$ cat config.mk
export PLATFORM = sky130hd
export DESIGN_NAME = csa_accum_stream_flat
export DESIGN_NICKNAME = d
export VERILOG_FILES = /design/src/rtl/csa_accum_stream_pkg.sv /design/src/rtl/csa_accum_stream_if.sv /design/src/rtl/csa_accum_stream_row.sv /design/src/rtl/csa_accum_stream.sv /design/src/flat_wrapper.sv
export SDC_FILE = /design/constraint.sdc
export NUM_CORES = 2
export LEC_CHECK = 0
export BUFFER_PORTS_ARGS = -buffer_cell sky130_fd_sc_hd__buf_2
export CORE_AREA = 3 3 405 407
export CTS_CLUSTER_SIZE = 8
export DETAILED_ROUTE_END_ITERATION = 10
export DIE_AREA = 0 0 408 410
export PLACE_DENSITY_LB_ADDON = 0.3
export RECOVER_POWER = 50
export SLEW_MARGIN = 30
export SYNTH_ARGS = -nofsm -noshare
export SYNTH_HDL_FRONTEND = slang
export SYNTH_SLANG_ARGS = --single-unit
export TNS_END_PERCENT = 30
$ cat constraint.sdc
create_clock -name clk -period 12.2 [get_ports clk]
set_clock_uncertainty 0.15 [all_clocks]
set_input_delay 0.61 -clock clk [delete_from_list [all_inputs] [get_ports clk]]
set_output_delay 0.61 -clock clk [all_outputs]
set_load 0.01 [all_outputs]
$ cat src/rtl/csa_accum_stream_pkg.sv
// Shared definitions for the carry-save streaming accumulator: FSM states,
// lane limit and the 3:2 row-count helper.
package csa_pkg;

   localparam int CSA_MAX_LANES = 16;

   typedef enum logic [1:0] {
      ST_IDLE  = 2'd0,
      ST_ACCUM = 2'd1,
      ST_FINAL = 2'd2,
      ST_DONE  = 2'd3
   } csa_state_e;

   // Each 3:2 row turns three vectors into two, so n vectors need n-2 rows.
   function automatic int csa_rows(input int n);
      return (n > 2) ? (n - 2) : 0;
   endfunction

endpackage

$ cat src/rtl/csa_accum_stream_if.sv
// Beat-in / result-out handshake bundle for csa_accum_stream.
// out_beats is present only when CSA_ACCUM_BEATCNT_EN is defined.
interface csa_accum_stream_if #(
   parameter int WIDTH = 64,
   parameter int LANES = 15
);

   logic                   in_valid;
   logic                   in_ready;
   logic                   in_last;
   logic [LANES*WIDTH-1:0] in_data;
   logic                   out_valid;
   logic                   out_ready;
   logic [WIDTH-1:0]       out_sum;
`ifdef CSA_ACCUM_BEATCNT_EN
   logic [15:0]            out_beats;
`endif

`ifdef CSA_ACCUM_BEATCNT_EN
   modport master (
      output in_valid, in_last, in_data, out_ready,
      input  in_ready, out_valid, out_sum, out_beats
   );

   modport slave (
      input  in_valid, in_last, in_data, out_ready,
      output in_ready, out_valid, out_sum, out_beats
   );
`else
   modport master (
      output in_valid, in_last, in_data, out_ready,
      input  in_ready, out_valid, out_sum
   );

   modport slave (
      input  in_valid, in_last, in_data, out_ready,
      output in_ready, out_valid, out_sum
   );
`endif

endinterface

$ cat src/rtl/csa_accum_stream_row.sv
// One bitwise 3:2 compressor row: sum = a^b^c, carry = majority shifted
// left by one with the top bit dropped (arithmetic is mod 2^WIDTH).
module csa_row #(
   parameter int WIDTH = 64
) (
   input  logic [WIDTH-1:0] a,
   input  logic [WIDTH-1:0] b,
   input  logic [WIDTH-1:0] c,
   output logic [WIDTH-1:0] sum,
   output logic [WIDTH-1:0] carry
);

   assign sum   = a ^ b ^ c;
   assign carry = {(a[WIDTH-2:0] & b[WIDTH-2:0]) |
                   (a[WIDTH-2:0] & c[WIDTH-2:0]) |
                   (b[WIDTH-2:0] & c[WIDTH-2:0]), 1'b0};

endmodule

$ cat src/rtl/csa_accum_stream.sv
// Streaming multi-operand accumulator: LANES operands per beat folded into a
// redundant sum/carry pair, one CPA on the final beat. Optional beat counter
// out_beats is enabled by defining CSA_ACCUM_BEATCNT_EN.
module csa_accum_stream
   import csa_pkg::*;
#(
   parameter int WIDTH = 64,
   parameter int LANES = 15
) (
   input  logic                clk,
   input  logic                rst,
   csa_accum_stream_if.slave   bus
);

   localparam int NVEC  = LANES + 2;
   localparam int NROWS = csa_rows(NVEC);
   localparam int NPOOL = NVEC + 2 * NROWS;

   generate
      if (LANES < 1 || LANES > CSA_MAX_LANES || WIDTH < 4) begin : g_bad_cfg
         $error("csa_accum_stream: unsupported WIDTH/LANES");
      end
   endgenerate

   csa_state_e       state_reg;
   csa_state_e       state_next;
   logic [WIDTH-1:0] sum_reg;
   logic [WIDTH-1:0] carry_reg;
   logic [WIDTH-1:0] out_sum_reg;
   logic [WIDTH-1:0] sum_next;
   logic [WIDTH-1:0] carry_next;
   logic             in_ready_int;
   logic             accept;

   // Vector pool consumed as a queue: row gi reads entries 3gi..3gi+2 and
   // appends two, which yields a Wallace-style tree of depth ~log1.5(NVEC).
   logic [NPOOL-1:0][WIDTH-1:0] pool;

   generate
      for (genvar gi = 0; gi < LANES; gi++) begin : g_lane
         assign pool[gi] = bus.in_data[gi*WIDTH +: WIDTH];
      end
   endgenerate

   // A fresh sum starts from zero regardless of what the registers hold.
   assign pool[LANES]     = (state_reg == ST_ACCUM) ? sum_reg   : '0;
   assign pool[LANES + 1] = (state_reg == ST_ACCUM) ? carry_reg : '0;

   generate
      for (genvar gi = 0; gi < NROWS; gi++) begin : g_row
         csa_row #(.WIDTH(WIDTH)) u_row (
            .a     (pool[3*gi]),
            .b     (pool[3*gi + 1]),
            .c     (pool[3*gi + 2]),
            .sum   (pool[NVEC + 2*gi]),
            .carry (pool[NVEC + 2*gi + 1])
         );
      end
   endgenerate

   assign sum_next   = pool[NPOOL-2];
   assign carry_next = pool[NPOOL-1];

   assign in_ready_int = !rst && ((state_reg == ST_IDLE) || (state_reg == ST_ACCUM));
   assign accept       = bus.in_valid && in_ready_int;

   always_comb begin
      state_next = state_reg;
      case (state_reg)
         ST_IDLE, ST_ACCUM: begin
            if (accept) begin
               state_next = bus.in_last ? ST_FINAL : ST_ACCUM;
            end
         end
         ST_FINAL: state_next = ST_DONE;
         ST_DONE: begin
            if (bus.out_ready) begin
               state_next = ST_IDLE;
            end
         end
         default: state_next = ST_IDLE;
      endcase
   end

   always_ff @(posedge clk) begin
      if (rst) begin
         state_reg   <= ST_IDLE;
         sum_reg     <= '0;
         carry_reg   <= '0;
         out_sum_reg <= '0;
      end else begin
         state_reg <= state_next;
         if (accept) begin
            sum_reg   <= sum_next;
            carry_reg <= carry_next;
         end else if (state_reg == ST_DONE && bus.out_ready) begin
            sum_reg   <= '0;
            carry_reg <= '0;
         end
         // The only carry-propagate add lives here, alone in its cycle.
         if (state_reg == ST_FINAL) begin
            out_sum_reg <= sum_reg + carry_reg;
         end
      end
   end

`ifdef CSA_ACCUM_BEATCNT_EN
   logic [15:0] beats_reg;

   always_ff @(posedge clk) begin
      if (rst) begin
         beats_reg <= '0;
      end else if (accept) begin
         if (state_reg == ST_IDLE) begin
            beats_reg <= 16'd1;
         end else if (beats_reg != 16'hFFFF) begin
            beats_reg <= beats_reg + 16'd1;
         end
      end
   end

   assign bus.out_beats = beats_reg;
`endif

   assign bus.in_ready  = in_ready_int;
   assign bus.out_valid = (state_reg == ST_DONE);
   assign bus.out_sum   = out_sum_reg;

endmodule
$ cat src/flat_wrapper.sv
// flat-port wrapper written by rule: the top's interface ports become plain ports
module csa_accum_stream_flat import csa_pkg::*;
#(
   parameter int WIDTH = 64,
   parameter int LANES = 15
)
  (clk, rst, bus_in_valid, bus_in_last, bus_in_data, bus_out_ready, bus_in_ready, bus_out_valid, bus_out_sum);
  csa_accum_stream_if #(.WIDTH(WIDTH), .LANES(LANES)) bus_i ();
  input  logic clk;
  input  logic rst;
  input wire logic [$bits(bus_i.in_valid)-1:0] bus_in_valid;
  input wire logic [$bits(bus_i.in_last)-1:0] bus_in_last;
  input wire logic [$bits(bus_i.in_data)-1:0] bus_in_data;
  input wire logic [$bits(bus_i.out_ready)-1:0] bus_out_ready;
  output wire logic [$bits(bus_i.in_ready)-1:0] bus_in_ready;
  output wire logic [$bits(bus_i.out_valid)-1:0] bus_out_valid;
  output wire logic [$bits(bus_i.out_sum)-1:0] bus_out_sum;
  assign bus_i.in_valid = bus_in_valid;
  assign bus_i.in_last = bus_in_last;
  assign bus_i.in_data = bus_in_data;
  assign bus_i.out_ready = bus_out_ready;
  assign bus_in_ready = bus_i.in_ready;
  assign bus_out_valid = bus_i.out_valid;
  assign bus_out_sum = bus_i.out_sum;
  csa_accum_stream #(.WIDTH(WIDTH), .LANES(LANES)) u_core (.clk(clk), .rst(rst), .bus(bus_i));
endmodule
==> results.sh <==
export IMPL_synthArstFlopShare_pct=0
export IMPL_fin_tns_setup_ns=0
export IMPL_wl_per_cell_um=17.9
export IMPL_slew_headroom_pct=-179
export IMPL_required_ns=12.49
export IMPL_power_leakage_uw=0.0226
export IMPL_drv_slew=391
export IMPL_place_congestion=0.995
export IMPL_rows=147
export IMPL_io_buffers=1030
export IMPL_hold_violations=0
export IMPL_worstHoldPathType="in -> reg"
export IMPL_maxCapViolations=7
export IMPL_syn_num_nets=5843
export IMPL_clk_latency_ns=0.54
export IMPL_clock_sink_count=192
export IMPL_rsz0062_at_grt="false"
export IMPL_dr_pass1_iters=5
export IMPL_clock_fmax_ghz=0.131
export IMPL_dr_first_iter_drc_count=1162
export IMPL_finalCriticalPeriod_ns=7.64
export IMPL_path_class="in -> reg"
export IMPL_ys_warn_count=0
export IMPL_synth_edf_count=0
export IMPL_drt_vias_per_instance=3.90
export IMPL_cts_setup_buffers=0
export IMPL_cp_end_kind="register"
export IMPL_utilization_pct=26.8
export IMPL_ant_nets=0
export IMPL_clk_pin_slew_worst_paths_ns=0.09
export IMPL_hpwl_mm=117
export IMPL_core_area_um2=161000
export IMPL_cts_resized=0
export IMPL_grt_ovfl_total=0
export IMPL_syn_inst=3876
export IMPL_irDropWorstVdd_mv=0.119
export IMPL_root_buffer="clkbuf_16"
export IMPL_syn_area_per_cell_um2=9.04
export IMPL_synthToLayoutAreaGrowth_pct=22.9
export IMPL_fp_dieW_um=408
export IMPL_worstPathArrival_ns=7.92
export IMPL_syn_area_um2=35100
export IMPL_grtUsageTotal_pct=15.3
export IMPL_clockBufferDepth=2
export IMPL_grt_antenna_before_repair=40
export IMPL_status="finished, violations left"
export IMPL_io_pin_count=1031
export IMPL_final_common_cell="inv_1"
export IMPL_drive_gt1_share_pct=21.1
export IMPL_dieArea_um2=167000
export IMPL_grt_pass1_vias=31700
export IMPL_vias=27400
export IMPL_finalCritPeriodShare_pct=62.6
export IMPL_violations="capacitance limit, slew limit"
export IMPL_cts_made_buffers=17
export IMPL_setup_viol=0
export IMPL_die_h_um=410
export IMPL_grt_max_degree=71
export IMPL_cts_hold_buf=0
export IMPL_mostFrequentLayoutCells="1439 x inv_1, 964 x buf_2, 931 x fa_1"
export IMPL_cts_htree_levels=4
export IMPL_synth_cell_type_count=71
export IMPL_layout_nets=6810
export IMPL_start_util_pct=21.8
export IMPL_cts_tree="built"
export IMPL_powerDensity_nw_per_um2=172
export IMPL_grt_pass1_wl_mm=192
export IMPL_n_fill_cell=17600
export IMPL_synth_seq_cells=192
export IMPL_finalWirelength_mm=126
export IMPL_tightest_slew_ns=4.18
export IMPL_cp_start_kind="primary input"
export IMPL_ys_flop_type="dfxtp_1"
export IMPL_synth_seq_area_share_pct=11.0
export IMPL_path_max_fanout=70
export IMPL_drc=0
-- per-layer routing --
layer / part of all wire, % / track usage, %
met4: 1.5 / 2.54
met1: 41 / 19.0
met5: 0.061 / 0
met3: 5.3 / 2.98
met2: 52 / 27.8
-- cells in the mapped netlist (4+ instances only) --
cell type / instances / area, um2
o21ai_1: 8 / 40.0
a21oi_1: 244 / 1220
and2_1: 10 / 62.6
fa_1: 931 / 18600
o21a_1: 7 / 52.6
a31oi_1: 11 / 68.8
nand2b_1: 5 / 31.3
o211ai_1: 5 / 37.5
nor3_1: 14 / 70.1
xnor2_1: 55 / 482
a21o_1: 24 / 180
nor2b_1: 7 / 43.8
a211oi_1: 11 / 82.6
nor4_1: 6 / 37.5
nand2_1: 271 / 1020
inv_1: 1439 / 5400
a22oi_1: 7 / 52.6
buf_1: 7 / 26.3
and4_1: 4 / 35.0
ha_1: 71 / 888
o21bai_1: 15 / 113
nor2_1: 287 / 1080
and3_1: 7 / 43.8
nand3_1: 23 / 115
clkbuf_1: 74 / 278
a211o_1: 5 / 43.8
dfxtp_1: 192 / 3840
xor2_1: 29 / 254
buf_6: 6 / 67.6
o21ai_0: 31 / 155
nand4_1: 13 / 81.3
-- stage by stage --
step	hold slack [ns]	cell area, um2	total power (uW)	setup WS (ns)	std cells
after CTS	0.0829	43200	7700	7.55	7016
after floorplan	0.290	35100	5340	7.87	3876
after global routing	0.114	43100	8640	3.70	7019
final	0.161	43100	7420	4.56	7022
after global placement	0.288	42600	6960	7.52	6984
after detailed placement	0.294	42600	7000	7.55	6984
-- path summary, 6_finish.rpt --
check | start | to | slack (ns) | depth (start not counted)
max | rst | u_core.sum_reg[63]$_SDFFE_PP0P_ | 4.56 | 8
min reg2reg | u_core.bus.out_sum[40]$_SDFFE_PP0N_ | u_core.bus.out_sum[40]$_SDFFE_PP0N_ | 0.30 | 2
max reg2reg | u_core.carry_reg[30]$_SDFFE_PP0P_ | u_core.bus.out_sum[59]$_SDFFE_PP0N_ | 6.58 | 11
min | bus_out_ready | u_core.state_reg[1]$_SDFFE_PP0P_ | 0.16 | 2
-- cell families after synthesis --
family / after synthesis / share of synthesized area (%)
multiplexers: 2 / 0.0571
XOR/XNOR: 84 / 2.10
AO/OA/AOI/OAI: 401 / 6.77
adder cells (fa/ha/maj): 1002 / 55.7
AND/OR/NAND/NOR: 660 / 7.75
flip-flops: 192 / 11.0
buffers and inverters: 1535 / 16.7
-- critical path: stages --
cell and delay (ns):
clkbuf_1 2.39, nor2_1 0.42, and2_0 0.74, a21oi_4 0.28, buf_4 0.63, clkbuf_1 2.26, a22oi_1 0.33, nor2_1 0.19
-- area by class of cell --
| cell class | count | area, um2 | area share, % |
|---|---|---|---|
| tap | 2160 | 2700 | 6.28 |
| inverter | 1439 | 5400 | 12.5 |
| clock inverter | 15 | 143 | 0.331 |
| multi-input combinational | 2149 | 25400 | 58.9 |
| clock buffer | 17 | 425 | 0.988 |
| sequential | 192 | 3840 | 8.93 |
| timing repair buffer | 1044 | 5150 | 12.0 |
| antenna | 6 | 15.0 | 0.0349 |
-- power breakdown --
group	internal [uW]	leakage, uW	total [uW]	switching [uW]
sequential	783	0.00156	919	136
combinational	2670	0.0207	5910	3230
clock	270	0.000276	594	324
Note: power is estimated with default switching activity, not from simulation.
